File: src/rtl/sisc_fetch_pkg.sv
// Shared definitions for the SISC instruction-fetch stage.
//   - default address / instruction widths
//   - opcode field position and the halt opcode
//   - fetch FSM state encoding
package sisc_fetch_pkg;

  localparam int ADDR_W_DEFAULT  = 16;
  localparam int INSTR_W_DEFAULT = 32;

  localparam int OPCODE_HI = 31;
  localparam int OPCODE_LO = 28;

  localparam logic [3:0] OP_HLT = 4'hF;

  // FETCH : normal streaming
  // DRAIN : a halt word sits in ir; nothing more is fetched
  // HALT  : halt accepted; only reset leaves this state
  typedef enum logic [1:0] {
    FETCH = 2'd0,
    DRAIN = 2'd1,
    HALT  = 2'd2
  } fetch_state_e;

endpackage

File: src/rtl/fetch_unit_if.sv
// Bus bundle between the fetch stage, the instruction memory and decode.
//
// Handshake: ir is transferred on every rising edge where ir_valid and
// ir_ready are both 1. While ir_valid is 1 and ir_ready is 0 the producer
// holds ir / ir_pc / ir_valid stable. br_take is only meaningful in a cycle
// where that transfer happens.
//
// master : the fetch unit
// slave  : memory + decode environment
interface fetch_unit_if #(
  parameter int ADDR_W  = 16,
  parameter int INSTR_W = 32
) ();
  logic [ADDR_W-1:0]  im_addr;
  logic [INSTR_W-1:0] im_data;
  logic [INSTR_W-1:0] ir;
  logic [ADDR_W-1:0]  ir_pc;
  logic               ir_valid;
  logic               ir_ready;
  logic               br_take;
  logic               br_rel;
  logic [ADDR_W-1:0]  br_target;
  logic               halted;

  modport master (
    output im_addr, ir, ir_pc, ir_valid, halted,
    input  im_data, ir_ready, br_take, br_rel, br_target
  );

  modport slave (
    input  im_addr, ir, ir_pc, ir_valid, halted,
    output im_data, ir_ready, br_take, br_rel, br_target
  );
endinterface

File: src/rtl/fetch_target.sv
// Branch-target calculation (purely combinational).
//   ir_pc     : word address of the branch instruction
//   br_rel    : 1 = relative (ir_pc + 1 + br_target), 0 = absolute
//   br_target : absolute address or two's-complement word offset
//   target    : resulting fetch address, truncated to ADDR_W bits
module fetch_target #(
  parameter int ADDR_W = 16
) (
  input  logic [ADDR_W-1:0] ir_pc,
  input  logic              br_rel,
  input  logic [ADDR_W-1:0] br_target,
  output logic [ADDR_W-1:0] target
);

  // Modular addition makes a negative offset work without sign extension.
  assign target = br_rel ? (ir_pc + ADDR_W'(1) + br_target) : br_target;

endmodule

File: src/rtl/fetch_unit.sv
// Instruction-fetch stage.
//   clk       : rising-edge clock
//   rst_f     : synchronous active-low reset
//   bus       : fetch_unit_if master (memory address/data, ir handshake,
//               branch request, halted flag)
//   state_dbg : current FSM state, for observation only
// Owns fetch_pc, drives the memory word address, captures the returned
// word into ir, applies taken branches with one bubble and stops after an
// accepted halt instruction.
module fetch_unit
  import sisc_fetch_pkg::*;
#(
  parameter int              ADDR_W   = ADDR_W_DEFAULT,
  parameter int              INSTR_W  = INSTR_W_DEFAULT,
  parameter logic [ADDR_W-1:0] RESET_PC = '0
) (
  input  logic         clk,
  input  logic         rst_f,
  fetch_unit_if.master bus,
  output fetch_state_e state_dbg
);

  logic [ADDR_W-1:0]  fetch_pc;
  logic [INSTR_W-1:0] ir_q;
  logic [ADDR_W-1:0]  ir_pc_q;
  logic               ir_valid_q;
  logic [ADDR_W-1:0]  target;

  fetch_state_e state_q;
  fetch_state_e state_d;

  logic accept;
  logic branch;
  logic capture;
  logic im_is_hlt;
  logic ir_is_hlt;

  fetch_target #(.ADDR_W(ADDR_W)) u_target (
    .ir_pc     (ir_pc_q),
    .br_rel    (bus.br_rel),
    .br_target (bus.br_target),
    .target    (target)
  );

  // In HALT ir_valid is 0, so accept/branch are inert there without any
  // extra gating.
  assign accept  = ir_valid_q & bus.ir_ready;
  assign branch  = accept & bus.br_take;
  // A taken branch blocks capture: the word at fetch_pc is wrong-path.
  assign capture = (state_q == FETCH) & (~ir_valid_q | bus.ir_ready) & ~branch;

  assign im_is_hlt = (bus.im_data[OPCODE_HI:OPCODE_LO] == OP_HLT);
  assign ir_is_hlt = (ir_q[OPCODE_HI:OPCODE_LO] == OP_HLT);

  always_ff @(posedge clk) begin
    if (!rst_f) begin
      state_q <= FETCH;
    end else begin
      state_q <= state_d;
    end
  end

  always_comb begin
    state_d = state_q;
    case (state_q)
      FETCH: begin
        if (capture && im_is_hlt) begin
          state_d = DRAIN;
        end
      end
      DRAIN: begin
        // A branch taken on the draining word restarts fetching.
        if (branch) begin
          state_d = FETCH;
        end else if (accept && ir_is_hlt) begin
          state_d = HALT;
        end
      end
      HALT: begin
        state_d = HALT;
      end
      default: begin
        state_d = FETCH;
      end
    endcase
  end

  always_ff @(posedge clk) begin
    if (!rst_f) begin
      fetch_pc   <= RESET_PC;
      ir_q       <= '0;
      ir_pc_q    <= RESET_PC;
      ir_valid_q <= 1'b0;
    end else if (branch) begin
      fetch_pc   <= target;
      ir_valid_q <= 1'b0;
    end else if (capture) begin
      ir_q       <= bus.im_data;
      ir_pc_q    <= fetch_pc;
      ir_valid_q <= 1'b1;
      fetch_pc   <= fetch_pc + ADDR_W'(1);
    end else if (accept) begin
      ir_valid_q <= 1'b0;
    end
  end

  // im_addr is a pure register output, so handshake inputs cannot glitch it.
  assign bus.im_addr  = fetch_pc;
  assign bus.ir       = ir_q;
  assign bus.ir_pc    = ir_pc_q;
  assign bus.ir_valid = ir_valid_q;
  assign bus.halted   = (state_q == HALT);
  assign state_dbg    = state_q;

endmodule
File: src/flat_wrapper.sv
// flat-port wrapper written by rule: the top's interface ports become plain ports
module fetch_unit_flat import sisc_fetch_pkg::*;
#(
  parameter int              ADDR_W   = ADDR_W_DEFAULT,
  parameter int              INSTR_W  = INSTR_W_DEFAULT,
  parameter logic [ADDR_W-1:0] RESET_PC = '0
)
  (clk, rst_f, state_dbg, bus_im_addr, bus_ir, bus_ir_pc, bus_ir_valid, bus_halted, bus_im_data, bus_ir_ready, bus_br_take, bus_br_rel, bus_br_target);
  fetch_unit_if #(.ADDR_W(ADDR_W), .INSTR_W(INSTR_W)) bus_i ();
  input  logic clk;
  input  logic rst_f;
  output fetch_state_e state_dbg;
  output wire logic [$bits(bus_i.im_addr)-1:0] bus_im_addr;
  output wire logic [$bits(bus_i.ir)-1:0] bus_ir;
  output wire logic [$bits(bus_i.ir_pc)-1:0] bus_ir_pc;
  output wire logic [$bits(bus_i.ir_valid)-1:0] bus_ir_valid;
  output wire logic [$bits(bus_i.halted)-1:0] bus_halted;
  input wire logic [$bits(bus_i.im_data)-1:0] bus_im_data;
  input wire logic [$bits(bus_i.ir_ready)-1:0] bus_ir_ready;
  input wire logic [$bits(bus_i.br_take)-1:0] bus_br_take;
  input wire logic [$bits(bus_i.br_rel)-1:0] bus_br_rel;
  input wire logic [$bits(bus_i.br_target)-1:0] bus_br_target;
  assign bus_im_addr = bus_i.im_addr;
  assign bus_ir = bus_i.ir;
  assign bus_ir_pc = bus_i.ir_pc;
  assign bus_ir_valid = bus_i.ir_valid;
  assign bus_halted = bus_i.halted;
  assign bus_i.im_data = bus_im_data;
  assign bus_i.ir_ready = bus_ir_ready;
  assign bus_i.br_take = bus_br_take;
  assign bus_i.br_rel = bus_br_rel;
  assign bus_i.br_target = bus_br_target;
  fetch_unit #(.ADDR_W(ADDR_W), .INSTR_W(INSTR_W), .RESET_PC(RESET_PC)) u_core (.clk(clk), .rst_f(rst_f), .bus(bus_i), .state_dbg(state_dbg));
endmodule
File: config.mk
export PLATFORM = sky130hd
export DESIGN_NAME = fetch_unit_flat
export DESIGN_NICKNAME = d
export VERILOG_FILES = /design/src/rtl/sisc_fetch_pkg.sv /design/src/rtl/fetch_unit_if.sv /design/src/rtl/fetch_target.sv /design/src/rtl/fetch_unit.sv /design/src/flat_wrapper.sv
export SDC_FILE = /design/constraint.sdc
export NUM_CORES = 1
export LEC_CHECK = 0
export BUFFER_PORTS_ARGS = -buffer_cell sky130_fd_sc_hd__buf_2
export CAP_MARGIN = 20
export CORE_MARGIN = 1.5
export CORE_UTILIZATION = 25
export CTS_BUF_LIST = sky130_fd_sc_hd__clkbuf_16
export DETAILED_ROUTE_END_ITERATION = 7
export GPL_ROUTABILITY_DRIVEN = 0
export MAX_ROUTING_LAYER = met4
export SYNTH_ARGS = -nofsm -noshare
export SYNTH_HDL_FRONTEND = slang
export SYNTH_SLANG_ARGS = --single-unit
File: constraint.sdc
create_clock -name clk -period 2.1 [get_ports clk]
set_input_delay 0.315 -clock clk [delete_from_list [all_inputs] [get_ports clk]]
set_output_delay 0.315 -clock clk [all_outputs]
set_load 0.01 [all_outputs]
==> Word-level counts from Yosys, hierarchy flattened <==
Cells that the tools add are included.
{ "word_totals": {"register_bits": 67, "latchBits": 0, "ram_bits": 0, "romBits": 0, "in_bits": 53, "out_inout_bits": 68, "wordCells": 39, "mem_count": 0} }
{ "classes": {"addsub": 3, "multipliers": 0, "n_div": 0, "order_cmp": 0, "eq_ne": 6, "shifts": 0, "n_mux": 9, "bitwise": 8, "reduce_logical": 8} }
{ "ops": {"columns": ["cell", "count"], "rows": [
  ["16-bit 2-to-1 mux", 3],
  ["16-bit by 1-bit adder with 16-bit output, second input constant", 2],
  ["16-bit adder", 1],
  ["4-bit == test, second input constant", 2],
  ["2-bit 2-to-1 mux", 3],
  ["2-bit case mux with 3 select lines", 1],
  ["1-bit AND", 4],
  ["2-bit AND reduction", 2],
  ["2-bit nonzero test", 2],
  ["3-bit by 1-bit != test with 1-bit output, second input constant", 1],
  ["1-bit inverter", 3],
  ["2-bit by 1-bit == test with 1-bit output, second input constant", 1],
  ["2-bit == test, second input constant", 1],
  ["1-bit logical AND", 2],
  ["2-bit logical NOT", 1],
  ["1-bit 2-to-1 mux", 2],
  ["2-bit != test, second input constant", 1],
  ["2-bit OR reduction", 1],
  ["1-bit OR", 1]
]} }

==> Longest topological paths before layout <==
{ "logic_depth": {"ltp_word": 7, "depth_mapped": 10, "depth_no_buf": 10} }

==> Hierarchy <==
Synthesis repeated with hierarchy kept, for this count alone.
{ "unflattened": {"hier_cells": 463, "area_unflattened_um2": 3757.4} }
{ "modules_own_cells": {"columns": ["mod", "instances", "cells_each", "area_per_inst_um2", "seq_area_each_um2"], "rows": [
  ["fetch_unit", 1, 342, 2845.2, 1341.3],
  ["fetch_target", 1, 121, 912.1, 0.0]
]} }

==> Worst setup path before layout <==
No wires, ideal clock.
{ "synth_timing": {"path_type": "reg-to-reg", "start": "reg u_core.ir_pc_q[0], in the netlist u_core.bus.ir_pc[0]", "end": "reg u_core.fetch_pc[12], in the netlist u_core.bus.im_addr[12]", "setup_ns": 0.124, "arrival_ns": 1.988, "required_ns": 1.976, "slack_ns": -0.012, "path_stages_with_launch": 11, "synth_period_minus_slack_ns": 2.112, "cell_sequence": "dfxtp_1 inv_1 ha_1 inv_1 fa_1 a211oi_1 o21ai_1 a21oi_1 nor3_1 o32ai_1 a21oi_1"} }
{ "synth_via": {"elab_chain_len": 4} }
{ "synth_rtl": {"columns": ["element", "line_no", "text"], "rows": [
  ["start, declared", "fetch_unit.sv:25", "logic [ADDR_W-1:0] ir_pc_q;"],
  ["start signal, assigned", "fetch_unit.sv:99", "ir_pc_q <= fetch_pc;"],
  ["16-bit by 1-bit adder with 16-bit output", "fetch_target.sv:16", "assign target = br_rel ? (ir_pc + ADDR_W'(1) + br_target) : br_target;"],
  ["16-bit adder", "fetch_target.sv:16", null],
  ["16-bit 2-to-1 mux", "fetch_target.sv:16", null],
  ["16-bit 2-to-1 mux", "fetch_unit.sv:94", "end else if (branch) begin"],
  ["end signal, assigned", "fetch_unit.sv:95", "fetch_pc <= target;"],
  ["end signal, assigned", "fetch_unit.sv:101", "fetch_pc <= fetch_pc + ADDR_W'(1);"],
  ["end, declared", "fetch_unit.sv:23", "logic [ADDR_W-1:0] fetch_pc;"]
]} }
Every way passes these cells.
A chain may end at the register's enable or synchronous reset.

==> Worst setup path after layout <==
{ "layout_timing": {"start": "reg u_core.ir_pc_q[1], in the netlist u_core.bus.ir_pc[1]", "end": "reg u_core.fetch_pc[15], in the netlist u_core.bus.im_addr[15]"} }
Same word-level chain as after synthesis.

==> flow_summary.yaml <==
timing:
  skew_ps: 8.50
  setup_violations: 1
  rsz0062_at_grt: "true"
  hold-worst-slack_ps: 219
  fin_crit_sh: 1.00
  fin_setup_tns_ps: -0.0162
  clock.fmax_mhz: 476
  worst_slack_ps: -0.0162
  tightestPinTransition_ps: 443
  period_needed_ps: 2100
  slew_headroom: 0.701
  hold_viol: 0
  slew_violations: 0
cells_and_area:
  nets: 715
  fin_cells: 834
  drive_gt1_frac: 0.323
  area_delta_synth_final_pct: 41.1
  n_antenna_cell: 0
  fill_cells: 1574
global_route:
  grt_max_degree: 36
  antenna_found_initial: 0
  grt_pass1_vias: 3985
  grt_pass1_wl_um: 20300
  track_usage: 0.166
  grt-ovfl-total: 0
detailed_routing:
  routedWlPerCell_um: 15.0
  ant_nets: 0
  drcViolationCount: 0
  via_per_inst: 4.91
  vias: 4097
  first_pass_iters: 5
  drtIter0Drc: 268
  drt-total-wl_um: 12500
critical_path:
  crit_path_end_kind: "flip-flop"
  reg2reg_to: "u_core.bus.im_addr[15]$_SDFFE_PN0P_"
  r2r_slack_ps: -0.02
  worstPathRequired_ps: 2330
  path_class: "flip-flop to flip-flop"
  crit_arrival_ps: 2330
  max_stage_delay_ps: 350
  crit-reg2reg-launch: "u_core.bus.ir_pc[1]$_SDFFE_PN0P_"
  path_buf_inv: 0
  rr_worst_depth: 7
  crit_chain: "ha_1 -> nor2b_1 -> o2111ai_2 -> a311oi_4 -> a41o_1 -> nor4_1 -> or3b_1"
  cp_top_family: "compound AO/OA/AOI/OAI gates"
  crit_path_top_delay_cell: "or3b_1"
  start_kind: "flip-flop"
  cp_num_cells: 7
  cp_max_fo: 4
yosys:
  syn_inst: 493
  ys_seq_area_frac: 0.354
  synthTopCellsByArea: "dfxtp_1 35%, nand2_1 12%, a21boi_0 9.3%"
  syn_avg_cell_area_um2: 7.69
  synth_top_flop_cell: "dfxtp_1"
  synth_top_area_frac: 0.354
  netlist_top_cells_count: "119 x nand2_1, 67 x dfxtp_1, 47 x a21boi_0"
  synth_nets: 563
  synth_area_leader_cell: "dfxtp_1"
  synth-edff-count: 0
  synth-seq-cells: 67
  synthArstFlopShare: 0
  synth_most_common_cell: "nand2_1"
  synth_cell_types: 53
  yosysWarnings: 0
  synth_area_mm2: 0.00379
power:
  p_leak_nw: 2.38
  peakVddDrop_mv: 0.383
  p_per_area_mw_per_mm2: 731
placement:
  dpl_worst_slack_ps: -291
  io_buffers: 120
  post-dp-hpwl_um: 9270
  dpl.cell_count: 818
min_path:
  hold_class: "input port to flip-flop"
  hold_start: "bus_im_data[12]"
  holdPathEnd: "u_core.bus.ir[12]$_SDFFE_PN0P_"
  whs_path_depth: 3
outcome:
  status: "finished, violations left"
  violations: "setup timing"
clocking:
  postCtsSetupBuffers: 0
  clockBufferDepth: 2
  numCtsBuffers: 9
  path_clk_slew_ps: 60
  cts_tree: "yes"
  root_buffer: "clkbuf_16"
  ctsHoldBuffers: 0
  clkLatencyLatePin_ps: 340
  ctsHtreeMaxLevel: 3
  clock_sinks: 67
floorplanning:
  die_x_um: 126
  die_h_um: 126
  core_mm2: 0.0147
  die_area_mm2: 0.0159
  rows: 44
  start_util: 0.258
  pin_count: 121
run:
  maxCapViolCount: 0
==> metal layers <==
layer  GRT usage  up-vias  share of wire
li1            -     2046              -
met1       0.213     1896           0.46
met2       0.257      139           0.46
met3      0.0421       16          0.069
met4      0.0480        0          0.014
met5           -        -              0
==> cell families after synthesis <==
kind of cell | share of synthesized area
adders and majority gates | 0.0581
buffers and inverters | 0.0366
xor gates and xnor gates | 0.0346
DFF | 0.354
and+or+nand+nor | 0.237
muxes | 0.0132
AOI/OAI and AO/OA | 0.267
==> worst max path at each step <==
stage	from	end	slack, ps
global route	u_core.bus.ir_pc[1]$_SDFFE_PN0P_	u_core.bus.im_addr[15]$_SDFFE_PN0P_	-100
floorplan	u_core.bus.ir_pc[0]$_SDFFE_PN0P_	u_core.bus.im_addr[12]$_SDFFE_PN0P_	30
global placement	bus_br_target[0]	u_core.bus.im_addr[12]$_SDFFE_PN0P_	-230
CTS	u_core.bus.ir_pc[0]$_SDFFE_PN0P_	u_core.bus.im_addr[12]$_SDFFE_PN0P_	4
detailed placement	bus_br_target[0]	u_core.bus.im_addr[12]$_SDFFE_PN0P_	-290
finish	u_core.bus.ir_pc[1]$_SDFFE_PN0P_	u_core.bus.im_addr[15]$_SDFFE_PN0P_	-0.02
==> worst register-to-register path, delay by kind of cell (launching register included) <==
family / cells / cell delay, ps
AO/OA/AOI/OAI: 3 / 770
adder cells (fa/ha/maj): 1 / 260
flip-flops: 1 / 320
AND/OR/NAND/NOR: 3 / 640
==> stage by stage <==
step / util / area [um^2] / total power, mW
after detailed placement: 0.334 / 4900 / 2.30
after floorplan: - / 3800 / 1.91
after CTS: 0.358 / 5270 / 3.93
after global placement: 0.334 / 4900 / 2.29
after global routing: 0.364 / 5350 / 4.11
final: 0.364 / 5350 / 3.91
==> sequential cells by signal, summed over array words and instances, names as in the netlist <==
signal / flops
u_core.bus.ir_pc: 16
u_core.bus.im_addr: 16
u_core.bus.ir_valid: 1
u_core.bus.ir: 32
u_core.state_dbg: 2
==> where the power goes <==
part           leakage [nW]  internal (mW)  switching, mW
Sequential            0.550           1.37         0.0720
Combinational          1.67          0.382          0.486
Clock                 0.159           1.03          0.577
Total                  2.38           2.78           1.13
==> cell type report <==
class,instances,area [um^2],area share
multi-input cells,391,2460,0.461
flip-flops and latches,67,1340,0.251
repair buffers,168,973,0.182
well taps,184,230,0.0430
clock buffers,9,225,0.0421
clock inverters,7,85.1,0.0159
inverters,8,30.0,0.00561
==> cell usage in the layout, fill, tap and decap left out, drive strengths merged, types with 5 or more instances in the layout <==
cell	n
a211oi	5
a21boi	50
a21oi	30
a31oi	6
and3	5
buf	168
clkbuf	9
dfxtp	67
ha	16
inv	10
mux2i	5
nand2	119
nand3	11
nand4	7
nor2	28
nor2b	5
nor3	9
o21ai	25
xnor2	8
xor2	7
==> repair_timing <==
action / in CTS / in global routing
setup endpoints to repair: 6 / 9
gates resized for setup: 7 / 19
pin swaps: 6 / 16
gates cloned: 0 / 0
No activity file was read; power rests on OpenSTA's default activity.
